$ cat src/rtl/rom_fetch.sv
// rom_fetch: CPU read initiator for a pair of 8-bit synchronous program ROMs.
// A level-held request becomes a registered ROM address. The block waits out
// the ROM read latency and returns the merged {hi, lo} word. A one-word
// buffer lets a repeated read of the same word complete without the ROM.
module rom_fetch #(
    parameter int AW      = 13,
    parameter int LATENCY = 1
) (
    input  logic          clk,
    input  logic          reset,
    input  logic          req,
    input  logic [AW-1:0] addr,
    output logic          ack,
    output logic [15:0]   rdata,
    output logic          busy,
    output logic [AW-1:0] rom_a,
    output logic          rom_ce,
    output logic          rom_oe,
    input  logic [7:0]    rom_d_hi,
    input  logic [7:0]    rom_d_lo
);

    // The counter needs to hold LATENCY. Keep at least one bit when LATENCY is 0.
    localparam int CW = (LATENCY < 1) ? 1 : $clog2(LATENCY + 1);

    localparam logic [1:0] S_IDLE  = 2'd0;
    localparam logic [1:0] S_FETCH = 2'd1;
    localparam logic [1:0] S_DONE  = 2'd2;
    localparam logic [1:0] S_DROP  = 2'd3;

    logic [1:0]    state;
    logic [CW-1:0] cnt;
    logic          buf_valid;
    logic [AW-1:0] buf_addr;
    logic [15:0]   buf_data;
    logic          hit;

    // Buffer hit: the requested word matches the last word fetched from the ROM.
    assign hit = buf_valid && (addr == buf_addr);

    // Control FSM: handles the request, the ROM wait, the ack handshake and the strobe gap.
    always_ff @(posedge clk) begin
        if (reset) begin
            state     <= S_IDLE;
            cnt       <= '0;
            ack       <= 1'b0;
            rdata     <= 16'h0000;
            busy      <= 1'b0;
            rom_a     <= '0;
            rom_ce    <= 1'b0;
            rom_oe    <= 1'b0;
            buf_valid <= 1'b0;
            buf_addr  <= '0;
        end else begin
            case (state)
                S_IDLE: begin
                    if (req) begin
                        busy <= 1'b1;
                        if (hit) begin
                            rdata <= buf_data;
                            ack   <= 1'b1;
                            state <= S_DONE;
                        end else begin
                            rom_a  <= addr;
                            rom_ce <= 1'b1;
                            rom_oe <= 1'b1;
                            cnt    <= CW'(LATENCY);
                            state  <= S_FETCH;
                        end
                    end
                end
                S_FETCH: begin
                    if (cnt != '0) begin
                        cnt <= cnt - CW'(1);
                    end else begin
                        // ROM data is valid now. Refill the buffer even if the CPU has left.
                        rdata     <= {rom_d_hi, rom_d_lo};
                        buf_addr  <= rom_a;
                        buf_valid <= 1'b1;
                        rom_ce    <= 1'b0;
                        rom_oe    <= 1'b0;
                        if (req) begin
                            ack   <= 1'b1;
                            state <= S_DONE;
                        end else begin
                            busy  <= 1'b0;
                            state <= S_IDLE;
                        end
                    end
                end
                S_DONE: begin
                    if (!req) begin
                        ack   <= 1'b0;
                        state <= S_DROP;
                    end
                end
                default: begin
                    busy  <= 1'b0;
                    state <= S_IDLE;
                end
            endcase
        end
    end

    // Buffer data register. It is used only when buf_valid is set, so it has no reset.
    always_ff @(posedge clk) begin
        if (state == S_FETCH && cnt == '0) begin
            buf_data <= {rom_d_hi, rom_d_lo};
        end
    end

endmodule

$ cat config.mk
export PLATFORM = sky130hd
export DESIGN_NAME = rom_fetch
export DESIGN_NICKNAME = d
export VERILOG_FILES = /design/src/rtl/rom_fetch.sv
export SDC_FILE = /design/constraint.sdc
export NUM_CORES = 1
export LEC_CHECK = 0
export CAP_MARGIN = 30
export CORE_ASPECT_RATIO = 0.6
export CORE_UTILIZATION = 30
export DETAILED_ROUTE_END_ITERATION = 10
export PLACE_DENSITY = 0.63
export SLEW_MARGIN = 20
export SYNTH_ARGS = -nofsm -noshare
export SYNTH_HDL_FRONTEND = slang
export SYNTH_SLANG_ARGS = --single-unit
$ cat constraint.sdc
create_clock -name clk -period 3.25 [get_ports clk]
set_input_delay 0.4875 -clock clk [delete_from_list [all_inputs] [get_ports clk]]
set_output_delay 0.4875 -clock clk [all_outputs]
set_load 0.05 [all_outputs]
Word level (Yosys, flattened, before mapping):

Cells that the tools add are included.

* output and inout port bits: 33
* flip-flop bits (word level): 65
* word-level logic and storage cells: 61
* bits of input ports: 32

* eq/ne operators: 10
* bitwise operators: 3
* add/subtract/negate cells: 1
* muxes and demuxes: 24
* reductions and logical operators: 13

Operators by type and width (count)
* 16-bit two-way mux: 3
* 16-bit one-hot mux with 2 select lines: 1
* 2-bit != test (second input constant): 7
* 13-bit == test: 1
* 4-bit AND reduction: 3
* 1-bit two-way mux: 10
* 2-bit two-way mux: 5
* 3-bit AND reduction: 3
* 1-bit one-hot mux with 3 select lines: 2
* 2-bit one-hot mux with 3 select lines: 1
* 6-bit AND reduction: 1
* 1-bit one-hot mux with 2 select lines: 2
* 1-bit NOT: 3
* 3-bit nonzero test: 1
* 2-bit by 1-bit == test with 1-bit output (second input constant): 1
* 2-bit == test (second input constant): 1
* 1-bit logical AND: 2
* 2-bit zero test: 1
* 2-bit AND reduction: 1
* 2-bit nonzero test: 1
* 1-bit subtractor (second input constant): 1

Logic depth before layout (Yosys ltp):

* word-level depth: 5
* mapped depth: 8
* mapped depth without buffers: 7

Worst setup path before layout:

Ideal clock, no wire load.

* path type: register -> register
* from: register state[1]
* to: register buf_data[0], enable pin
* path slack: 1.030 ns
* required time: 2.863 ns
* library setup time: 0.387 ns
* cell stages (with the launch flop): 7
* clock period less this slack: 2.220 ns
* arrival time: 1.834 ns
* buffers on the path: 2
* cell sequence: dfxtp_1 -> inv_1 -> ha_1 -> buf_2 -> nand2b_1 -> inv_1 -> buf_1

* cells in the longest elaborated chain, start to end: 2

RTL lines
* from (decl): line 31 `logic [1:0] state;`
* from (signal assigned): line 44 `state <= S_IDLE;`
* from (signal assigned): line 62 `state <= S_DONE;`
* from (signal assigned): line 68 `state <= S_FETCH;`
* 2-bit by 1-bit == test with 1-bit output: line 107 `if (state == S_FETCH && cnt == '0) begin`
* 1-bit logical AND: line 107
* to (signal assigned): line 108 `buf_data <= {rom_d_hi, rom_d_lo};`
* to (decl): line 35 `logic [15:0] buf_data;`

No other way between the ends.
A chain may end at the register's enable or synchronous reset.

Worst setup path after layout:

* from: register state[1]
* to: register rdata[7]

* cells in the longest elaborated chain, start to end: 3
* elaborated cells between the ends (all ways): 8
* those cells by class: eq/ne: 4; mux: 1; reduce/logical: 3

RTL lines
* 2-bit by 1-bit == test with 1-bit output or 2-bit zero test (tied branches): line 55 `case (state)`
* 2-bit != test (no source line) or 2-bit nonzero test (tied branches)
* 4-bit AND reduction (no source line)
* to (signal assigned): line 60 `rdata <= buf_data;`
* to (signal assigned): line 77 `rdata <= {rom_d_hi, rom_d_lo};`
* to (decl): line 14 `output logic [15:0] rdata,`

Several ways; a longest one is shown, not always the timed one.

==> reports/qor.txt <==
internal power consumption: 2.02 mW
mean instance size in the synthesized netlist: 10.1 sq um
pin count of the biggest net entering global routing: 37
number of vias in the routed layout: 2,177
total congestion overflow: 0
drt wl/cell: 13.9 um
total chip power: 3.28 mW
area of the multi-input gates: 1250 sq um
critical path required time: 3.50 ns
Clock Sinks: 65
final cell count without fillers: 458
starting utilization of the core area: 31.9%
proportion of power drawn by combinational gates: 39.6%
startpoint-to-endpoint class of the critical path: flop to flop
area growth from synthesis to layout: 36.2%
PortBufs: 64
hold buffer count at CTS: 0
area fraction in compound gates after synthesis: 13.0%
Netlist cell types: 32
commonest non-fill, non-tap cells in the layout: sky130_fd_sc_hd__clkdlybuf4s50_1 (63), sky130_fd_sc_hd__dfxtp_1 (49), sky130_fd_sc_hd__a21oi_1 (33), sky130_fd_sc_hd__nand2_1 (32), sky130_fd_sc_hd__mux2i_1 (29)
Setup TNS: 0 ns
core footprint: 8780 sq um
Resized cells post-CTS: 0
worst slew margin relative to its limit: 57.2%
CTS H-tree lvls: 3
CTS tree: built
count of standard-cell rows: 26
setup violators final: 0
Arr. time, crit path: 2.56 ns
min-delay worst type: flop to flop
post-layout min period: 2.31 ns
number of remaining DRC errors: 0
area of the mapped netlist: 2800 sq um
via count of the first global-routing pass: 2,034
worst vdd rail ir drop: 0.000328 V
status: finished, final reports clean
1st-pass router iterations: 4
Fin Clk Skew: 0.00852 ns
Die Footprint: 9740 sq um
number of placed cells counting well taps: 442
die height: 76.8 um
final worst-path cycle share: 71.0%
flops & latches, synth: 65
Final Hold Violating Endpoints: 0
syn nets: 314
# fillers: 838
fraction of synthesized cell area in xor and xnor cells: 4.07%
register share of total power: 34.1%
Longest Clk Path Bufs: 2
CTS Root Buffer Type: sky130_fd_sc_hd__clkbuf_16
fraction of synthesized area in multiplexers: 10.4%
net switching power: 1.26 mW
Synth Instances: 278
diodes inserted: 0
most common library cell in the layout ignoring fill and taps: sky130_fd_sc_hd__clkdlybuf4s50_1
synth warn: 0
clock network latency to the later pin of the worst-skew pair: 0.33 ns
area share of fa/ha/maj cells after synthesis: 1.79%
global routing usage summed across all routing layers: 14.0%
total half-perimeter wirelength after legalization and detailed placement: 4420 um
Max Fanout on Critical Path: 32
number of buffers created by CTS: 9
clock network fraction of design power: 26.3%
post-detailed-route count of antenna-violating nets: 0
Total Nets Final: 377
switching power as a share of total power: 38.5%
DR iter-0 viols: 118
fraction of the yosys area taken by sequential cells: 52.2%
Final Routed Wirelength: 6380 um
power density over the cells: 860 nW/um^2
average via count per standard cell: 4.75
I/O pin total: 65
initial antenna violation count: 0
highest clock frequency the design can meet: 433 MHz
max-capacitance violation count: 0
leakage power figure: 1.37 nW
global-route wire length before repair: 10,600 um
combinational family with the most area after synthesis: simple AND/OR/NAND/NOR gates
GP Congestion: 0.734
Die W: 127 um
Clock Pin Slew Worst Setup and Hold Paths: 0.05 ns
Post-CTS Setup Repair Bufs: 0
Synth Area in Simple Gates: 15.4%
setup repair after global routing missed its margin: no
max-slew violation total from the final report: 0
Crit. End Element: flop
sequential cell area: 1460 sq um
launching element type of the critical path: flop
pin slew with the least headroom to its limit: 0.641 ns
share of final-layout standard cells stronger than drive strength 1: 7.80%
[metrics by stage]
stage	setup WS (ns)	utilization [%]	area, sq um	hold WS [ns]
2_1_floorplan	1.03	-	2800	0.447
3_3_place_gp	0.719	40.4	3540	0.452
3_5_place_dp	0.703	40.4	3540	0.462
4_1_cts	0.936	43.4	3810	0.469
5_1_grt	0.761	43.4	3810	0.487
6_report	0.941	43.4	3810	0.465
[final cells by class]
| class | count | area share [%] |
|---|---|---|
| clock buffer | 13 | 6.56 |
| clock inverter | 3 | 0.492 |
| inverter | 4 | 0.394 |
| multi-input combinational | 191 | 32.7 |
| sequential | 65 | 38.3 |
| tap | 112 | 3.67 |
| timing repair buffer | 70 | 17.8 |
[power groups by stage]
stage	clock network (mW)	registers, mW	logic, mW
final	0.862	1.12	1.30
after global routing	0.929	1.14	1.40
after detailed placement	0	1.13	1.30
after CTS	0.885	1.12	1.31
after global placement	0	1.13	1.28
after floorplan	0	1.42	0.621
[critical path, cell delays in order (launching register included)]
cell and delay [ns]:
sky130_fd_sc_hd__dfxtp_1 0.43, sky130_fd_sc_hd__inv_1 0.11, sky130_fd_sc_hd__ha_1 0.27, sky130_fd_sc_hd__nand2_1 0.18, sky130_fd_sc_hd__o21ai_1 0.13, sky130_fd_sc_hd__or2_2 0.50, sky130_fd_sc_hd__or3_1 0.43, sky130_fd_sc_hd__a21oi_1 0.16
[synthesized netlist by cell type]
library cell	number	area share, %
sky130_fd_sc_hd__buf_2	4	0.71
sky130_fd_sc_hd__clkbuf_1	11	1.5
sky130_fd_sc_hd__a31oi_1	2	0.45
sky130_fd_sc_hd__nor4_4	3	2.3
sky130_fd_sc_hd__nor2_1	20	2.7
sky130_fd_sc_hd__edfxtp_1	16	17
sky130_fd_sc_hd__a211oi_1	1	0.27
sky130_fd_sc_hd__o211ai_1	1	0.27
sky130_fd_sc_hd__ha_1	4	1.8
sky130_fd_sc_hd__xnor2_1	1	0.31
sky130_fd_sc_hd__nand4b_1	1	0.31
sky130_fd_sc_hd__xor2_1	12	3.8
sky130_fd_sc_hd__a21o_1	2	0.54
sky130_fd_sc_hd__o32ai_1	1	0.31
sky130_fd_sc_hd__nand2b_1	4	0.89
sky130_fd_sc_hd__or3_1	16	3.6
sky130_fd_sc_hd__and2_1	2	0.45
sky130_fd_sc_hd__nand2_1	32	4.3
sky130_fd_sc_hd__a21oi_1	33	5.9
sky130_fd_sc_hd__a21bo_2	1	0.36
sky130_fd_sc_hd__a311oi_1	1	0.31
sky130_fd_sc_hd__inv_1	4	0.54
sky130_fd_sc_hd__nand4_1	2	0.45
sky130_fd_sc_hd__buf_1	2	0.27
sky130_fd_sc_hd__a41oi_2	2	1.2
sky130_fd_sc_hd__buf_4	1	0.27
sky130_fd_sc_hd__o21ai_1	1	0.18
sky130_fd_sc_hd__and3_1	1	0.22
sky130_fd_sc_hd__dfxtp_1	49	35
sky130_fd_sc_hd__o21ai_0	18	3.2
sky130_fd_sc_hd__or2_2	1	0.22
sky130_fd_sc_hd__mux2i_1	29	10
[worst paths after layout]
path	startpoint	endpoint	slack, ns	cells after the start
worst max-delay path	state[1]	rdata[7]	0.94	7
worst min-delay path	buf_addr[12]	buf_addr[12]	0.46	2
worst max register to register	state[1]	rdata[7]	0.94	7
worst min register to register	buf_addr[12]	buf_addr[12]	0.46	2
[sequential cells by signal (all words and copies together) (netlist names)]
name and flops:
rdata 16, state 2, ack 1, buf_addr 13, cnt 1, rom_a 13
buf_valid 1, rom_oe 1, busy 1, buf_data 16
[cells by family (layout without fill, tap and decap cells)]
group / Yosys count / in the layout
mux: 29 / 29
xor+xnor: 13 / 13
compound gates: 63 / 63
simple gates: 82 / 82
fa+ha+maj: 4 / 4
flops: 65 / 65
buf+inv: 22 / 90
[metal layers]
metal  GRT usage [%]  up-vias  part of all wire (%)
met3            6.14        8                   5.5
met5               0        -                     0
met4            4.29        0                   1.2
met2            19.3       53                    41
li1                -     1099                     -
met1            19.5     1017                    52
Note: power is estimated with default switching activity, not from simulation.
